## config.mk

```make
export PLATFORM = sky130hd
export DESIGN_NAME = ram_sync_param
export DESIGN_NICKNAME = d
export VERILOG_FILES = /design/src/rtl/ram_pkg.sv /design/src/rtl/ram_byte_merge.sv /design/src/rtl/ram_sync_param.sv
export SDC_FILE = /design/constraint.sdc
export NUM_CORES = 2
export LEC_CHECK = 0
export ABC_AREA = 1
export ABC_CLOCK_PERIOD_IN_PS = 10130
export CAP_MARGIN = 20
export CORE_MARGIN = 2
export CORE_UTILIZATION = 63
export DETAILED_ROUTE_END_ITERATION = 10
export PLACE_DENSITY = 0.79
export SLEW_MARGIN = 20
export SYNTH_ARGS = -nofsm -noshare
export SYNTH_HDL_FRONTEND = slang
export SYNTH_SLANG_ARGS = --single-unit
```

## constraint.sdc

```tcl
create_clock -name clk -period 10.13 [get_ports clk]
set_input_delay 2.026 -clock clk [delete_from_list [all_inputs] [get_ports clk]]
set_output_delay 2.026 -clock clk [all_outputs]
set_load 0.01 [all_outputs]
```

## src/rtl/ram_pkg.sv

```systemverilog
// Shared definitions for the parametrised single-port RAM.
//   RDW_READ_FIRST / RDW_WRITE_FIRST : read-during-write mode selectors
//   state_t                          : sequencer states (ST_CLEAR, ST_RUN)
//   merge_byte()                     : byte-lane select used for be masking
package ram_pkg;

  localparam int RDW_READ_FIRST  = 0;
  localparam int RDW_WRITE_FIRST = 1;

  typedef enum logic {
    ST_CLEAR = 1'b0,
    ST_RUN   = 1'b1
  } state_t;

  // One byte lane of a masked write: new byte when enabled, else old byte.
  function automatic logic [7:0] merge_byte(input logic [7:0] old_byte,
                                            input logic [7:0] new_byte,
                                            input logic       lane_en);
    return lane_en ? new_byte : old_byte;
  endfunction

endpackage

```

## src/rtl/ram_byte_merge.sv

```systemverilog
// Combinational byte-enable merge of a write word into an existing word.
// Ports:
//   old_word : current stored word
//   new_word : incoming write data
//   be       : byte enables, bit i selects new_word byte i
//   merged   : resulting word
module ram_byte_merge
  import ram_pkg::*;
#(
  parameter int DATA_W = 8
) (
  input  logic [DATA_W-1:0]   old_word,
  input  logic [DATA_W-1:0]   new_word,
  input  logic [DATA_W/8-1:0] be,
  output logic [DATA_W-1:0]   merged
);

  localparam int NB = DATA_W / 8;

  always_comb begin
    merged = old_word;
    for (int i = 0; i < NB; i++) begin
      merged[8*i +: 8] = merge_byte(old_word[8*i +: 8], new_word[8*i +: 8], be[i]);
    end
  end

endmodule

```

## src/rtl/ram_sync_param.sv

```systemverilog
// Parametrised single-port synchronous RAM with byte enables, selectable
// read-during-write behaviour, optional output register and a post-reset
// clear sweep.
// Ports:
//   clk, rst  : clock (rising edge) and asynchronous active-high reset
//   en, wr    : access request and direction (1 = write)
//   addr      : word address
//   data_in   : write data, be selects which bytes are written
//   data_out  : registered read data (also updated by writes)
//   rd_valid  : one-cycle strobe marking data_out of a read
//   busy      : clear sweep in progress, requests ignored
//   err       : one-cycle strobe, access to addr >= DEPTH
// Handshake: an access is accepted on any rising edge where en = 1 and busy = 0;
// there is no backpressure. Its result appears 1 (OUT_REG = 0) or 2
// (OUT_REG = 1) edges later, with rd_valid/err aligned to data_out.
module ram_sync_param
  import ram_pkg::*;
#(
  parameter int DATA_W       = 8,
  parameter int ADDR_W       = 8,
  parameter int DEPTH        = 256,
  parameter int RDW_MODE     = 0,
  parameter int OUT_REG      = 0,
  parameter int CLEAR_ON_RST = 1,
  parameter logic [DATA_W-1:0] CLEAR_VAL = '0
) (
  input  logic                clk,
  input  logic                rst,
  input  logic                en,
  input  logic                wr,
  input  logic [ADDR_W-1:0]   addr,
  input  logic [DATA_W-1:0]   data_in,
  input  logic [DATA_W/8-1:0] be,
  output logic [DATA_W-1:0]   data_out,
  output logic                rd_valid,
  output logic                busy,
  output logic                err
);

  localparam int IDX_W = (DEPTH > 1) ? $clog2(DEPTH) : 1;
  // Extra bit so DEPTH == 2**ADDR_W is representable.
  localparam logic [ADDR_W:0]   DEPTH_A = (ADDR_W + 1)'(DEPTH);
  localparam logic [ADDR_W-1:0] LAST    = ADDR_W'(DEPTH - 1);

  state_t              state;
  logic [ADDR_W-1:0]   cnt;

  logic [DATA_W-1:0]   mem [DEPTH];

  logic                in_range;
  logic                accept;
  logic [DATA_W-1:0]   old_word;
  logic [DATA_W-1:0]   merged;
  logic [DATA_W-1:0]   rd_word;

  logic                mem_we;
  logic [IDX_W-1:0]    mem_idx;
  logic [DATA_W-1:0]   mem_wdata;

  logic [DATA_W-1:0]   s1_data;
  logic                s1_valid;
  logic                s1_err;

  assign in_range = ({1'b0, addr} < DEPTH_A);
  assign accept   = (state == ST_RUN) && en;
  assign old_word = mem[addr[IDX_W-1:0]];

  ram_byte_merge #(.DATA_W(DATA_W)) u_merge (
    .old_word (old_word),
    .new_word (data_in),
    .be       (be),
    .merged   (merged)
  );

  // Value loaded into the data stage; out-of-range accesses return zero.
  always_comb begin
    rd_word = old_word;
    if (!in_range) begin
      rd_word = '0;
    end else if (wr && (RDW_MODE == RDW_WRITE_FIRST)) begin
      rd_word = merged;
    end
  end

  // Single write port shared by the clear sweep and normal writes.
  always_comb begin
    mem_we    = 1'b0;
    mem_idx   = addr[IDX_W-1:0];
    mem_wdata = merged;
    if (state == ST_CLEAR) begin
      mem_we    = 1'b1;
      mem_idx   = cnt[IDX_W-1:0];
      mem_wdata = CLEAR_VAL;
    end else if (accept && wr && in_range) begin
      mem_we    = 1'b1;
    end
  end

  // Storage is not reset; writes are suppressed while reset is held.
  always_ff @(posedge clk) begin
    if (mem_we && !rst) begin
      mem[mem_idx] <= mem_wdata;
    end
  end

  // Sequencer: sweep CLEAR_VAL through every word, then serve accesses.
  always_ff @(posedge clk or posedge rst) begin
    if (rst) begin
      state <= (CLEAR_ON_RST != 0) ? ST_CLEAR : ST_RUN;
      cnt   <= '0;
      busy  <= (CLEAR_ON_RST != 0);
    end else begin
      case (state)
        ST_CLEAR: begin
          if (cnt == LAST) begin
            state <= ST_RUN;
            busy  <= 1'b0;
            cnt   <= '0;
          end else begin
            cnt   <= cnt + ADDR_W'(1);
          end
        end
        ST_RUN: begin
          state <= ST_RUN;
        end
      endcase
    end
  end

  // First data stage: data holds when idle, strobes are single-cycle.
  always_ff @(posedge clk or posedge rst) begin
    if (rst) begin
      s1_data  <= '0;
      s1_valid <= 1'b0;
      s1_err   <= 1'b0;
    end else if (accept) begin
      s1_data  <= rd_word;
      s1_valid <= !wr;
      s1_err   <= !in_range;
    end else begin
      s1_valid <= 1'b0;
      s1_err   <= 1'b0;
    end
  end

  generate
    if (OUT_REG != 0) begin : g_out_reg
      always_ff @(posedge clk or posedge rst) begin
        if (rst) begin
          data_out <= '0;
          rd_valid <= 1'b0;
          err      <= 1'b0;
        end else begin
          data_out <= s1_data;
          rd_valid <= s1_valid;
          err      <= s1_err;
        end
      end
    end else begin : g_no_out_reg
      assign data_out = s1_data;
      assign rd_valid = s1_valid;
      assign err      = s1_err;
    end
  endgenerate

endmodule

```

==> out/results.txt <==
Worst Skew = 0.02609 ns
Final hold vios = 0
Max Freq = 151.5 MHz
Cell Pwr Density = 189.5 nW/um^2
CTS tree = done
Outcome = complete, but fails checks
DIE HEIGHT = 369.1 um
Row count = 133
Initial antenna violation count = 8
Post-synthesis sequential area ratio = 0.7382
Maximum buffer depth of the clock tree = 3
Post-DP HPWL = 113900 um
Min-delay worst type = reg2reg
Synth Flop Type = edfxtp_1
Fraction of registers with async set/reset = 0.009192
CP arrival = 7.12 ns
Hold-fix buffers at CTS = 0
WL final = 217000 um
H-tree level count = 4
Routability cong. = 0.9024
Avg Inst Size Synth = 11.90 um^2
RSZ-0062 raised after global routing = no
Hold WS = 0.5058 ns
Placed inst area = 85060 um^2
Synthesized instance count = 7056
EDFF count, synth = 2048
Iter 0 DRT Violations = 9119
Leakage = 30.39 nW
Via-to-Cell Ratio = 6.415
CTS Buf Count = 192
Share of layout cells above drive strength 1 = 0.05250
Crit path launch type = primary input
Post-synthesis register bit count = 2067
Slew @ Worst Pin = 1.259 ns
Synthesized area = 83960 um^2
Area Growth Syn to Fin = 8.715%
Commonest non-fill, non-tap cell in the layout = nand2_1
Clk network pwr share = 0.413
Core ar. = 131800 um^2
Largest net degree at the start of global routing = 213
Post-CTS Resized = 0
WL per Instance = 24.70 um
Period utilization = 0.6515
First-pass GRT wire length = 325800 um
Tmin final = 6.599 ns
Slew HR = 0.1577
Io pins = 32
Setup Crit Path Kind = in2reg
Slew Limit Fails = 0
Clock Latency Late Sink = 0.84 ns
Fill count = 8590
Cell internal pwr = 13.56 mW
Clock transition at the registers of the reported paths = 0.06 ns
DRC = 2
Post-layout instance area = 91280 um^2
GR Overflow Total = 0
Die Span X = 369.1 um
CTS Sinks = 2067
Pre-antenna DRT Iters = 10
Sequential share of power = 0.535
Nets = 6887
Switching part of the total = 0.2161
Die area = 136200 um^2
Vias in the first global route = 54320
Required @ worst endpoint = 10.65 ns
Port Buf Inserts = 30
Starting Density = 0.6370
Post-CTS Setup Inserts = 0
YS warnings = 0
DR vias = 56360
Total track usage = 0.3182
Failing checks = DRC
Endpoints failing setup = 0
Switching power = 3.739 mW
Distinct cell type count of the synthesized netlist = 29
Max Cap Viol = 0
Peak supply drop = 0.1871 mV
Clock root cell = clkbuf_16
Most frequent cells in the layout = nand2_1, edfxtp_1, nand3_1, nor2_1, clkbuf_16
ANT nets after route = 0
Logic gate share of total power = 0.052
Syn_nets = 7078
Element type at the critical path end = register
CP max FO = 185
power by group through the flow:
stage	logic (mW)	registers, mW	clock network [mW]
floorplan	0.610	9.43	0
global placement	0.838	9.43	0
detailed placement	0.861	9.43	0
CTS	0.871	9.25	7.16
global route	0.971	9.25	7.50
finish	0.899	9.25	7.15
per-layer routing:
layer  vias up  share of wire  track usage
met5         -        0.00037            0
met4        10          0.050       0.1527
met3       642           0.13      0.07929
met2      3948           0.47       0.4918
met1     27060           0.35       0.4282
li1      24700              -            -
worst max-delay path, cell delays in order:
cell     delay (ns)
buf_8          0.50
buf_12         0.57
buf_4          0.81
nand2_1        0.14
nand3_1        0.14
nand3_1        0.10
nand3_1        0.12
nand3_1        0.08
nand3_1        0.20
nand3_1        0.11
nand3_1        0.15
nand2_1        0.13
a21oi_4        0.16
buf_4          0.60
buf_4          0.74
flip-flops by register name, summed over array words and instances, names as in the netlist:
name	flops
rd_valid	1
busy	1
data_out	8
mem	2048
state	1
cnt	8
layout make-up:
class / count / area, um^2 / share of cell area
Multi-Input combinational cell: 4474 / 19600 / 0.2147
Timing Repair Buffer: 103 / 1165 / 0.01276
Inverter: 27 / 135.1 / 0.001480
Clock buffer: 257 / 5205 / 0.05702
Antenna cell: 2 / 5.005 / 0.00005483
Tap cell: 1755 / 2196 / 0.02406
Clock inverter: 101 / 997.2 / 0.01093
Sequential cell: 2067 / 61980 / 0.6790
worst paths after layout:
path	slack, ns	end	cells past startpoint	start
worst min-delay path	0.51	cnt[6]$_DFFE_PP0N_	1	cnt[6]$_DFFE_PP0N_
min in group asynchronous	1.74	data_out[0]$_DFFE_PP0P_	2	rst
worst max register to register	6.16	mem[219][6]$_DFFE_PP_	6	state$_DFF_PP0_
max in group asynchronous	7.85	data_out[4]$_DFFE_PP0P_	2	rst
worst max-delay path	3.53	mem[197][7]$_DFFE_PP_	15	addr[0]
worst min register to register	0.51	cnt[6]$_DFFE_PP0N_	1	cnt[6]$_DFFE_PP0N_
metrics by stage:
stage	setup TNS [ns]	total power [mW]	instances	util	worst slack [ns]
6_report	0	17.30	8786	0.6926	3.531
5_1_grt	0	17.72	8784	0.6925	3.364
4_1_cts	0	17.28	8784	0.6925	3.833
3_5_place_dp	0	10.29	8426	0.6454	2.991
3_3_place_gp	0	10.27	8423	0.6448	3.056
2_1_floorplan	-775.01	10.04	7056	-	-1.514
kinds of logic after synthesis:
logic type | count (synthesis) | share of synthesized area
fa+ha+maj | 1 | 0.0001490
xor+xnor | 5 | 0.0005216
simple gates | 4431 | 0.2290
compound gates | 36 | 0.002325
other cells | 1 | 0.00004466
buf+inv | 515 | 0.02979
flops | 2067 | 0.7382
cell usage after synthesis, types with 12 or more instances:
cell      count  area (um^2)
o21ai_0      14        70.07
nand3_1    2035        10180
buf_4        40        300.3
inv_1        24        90.09
nand2_1    2105         7901
buf_1        32        120.1
clkbuf_1    108        405.4
edfxtp_1   2048        61500
nor2_1      277         1040
buf_2       303         1516
a21oi_1      12        60.06
dfrtp_1      18        450.4
Note: power is estimated with default switching activity, not from simulation.
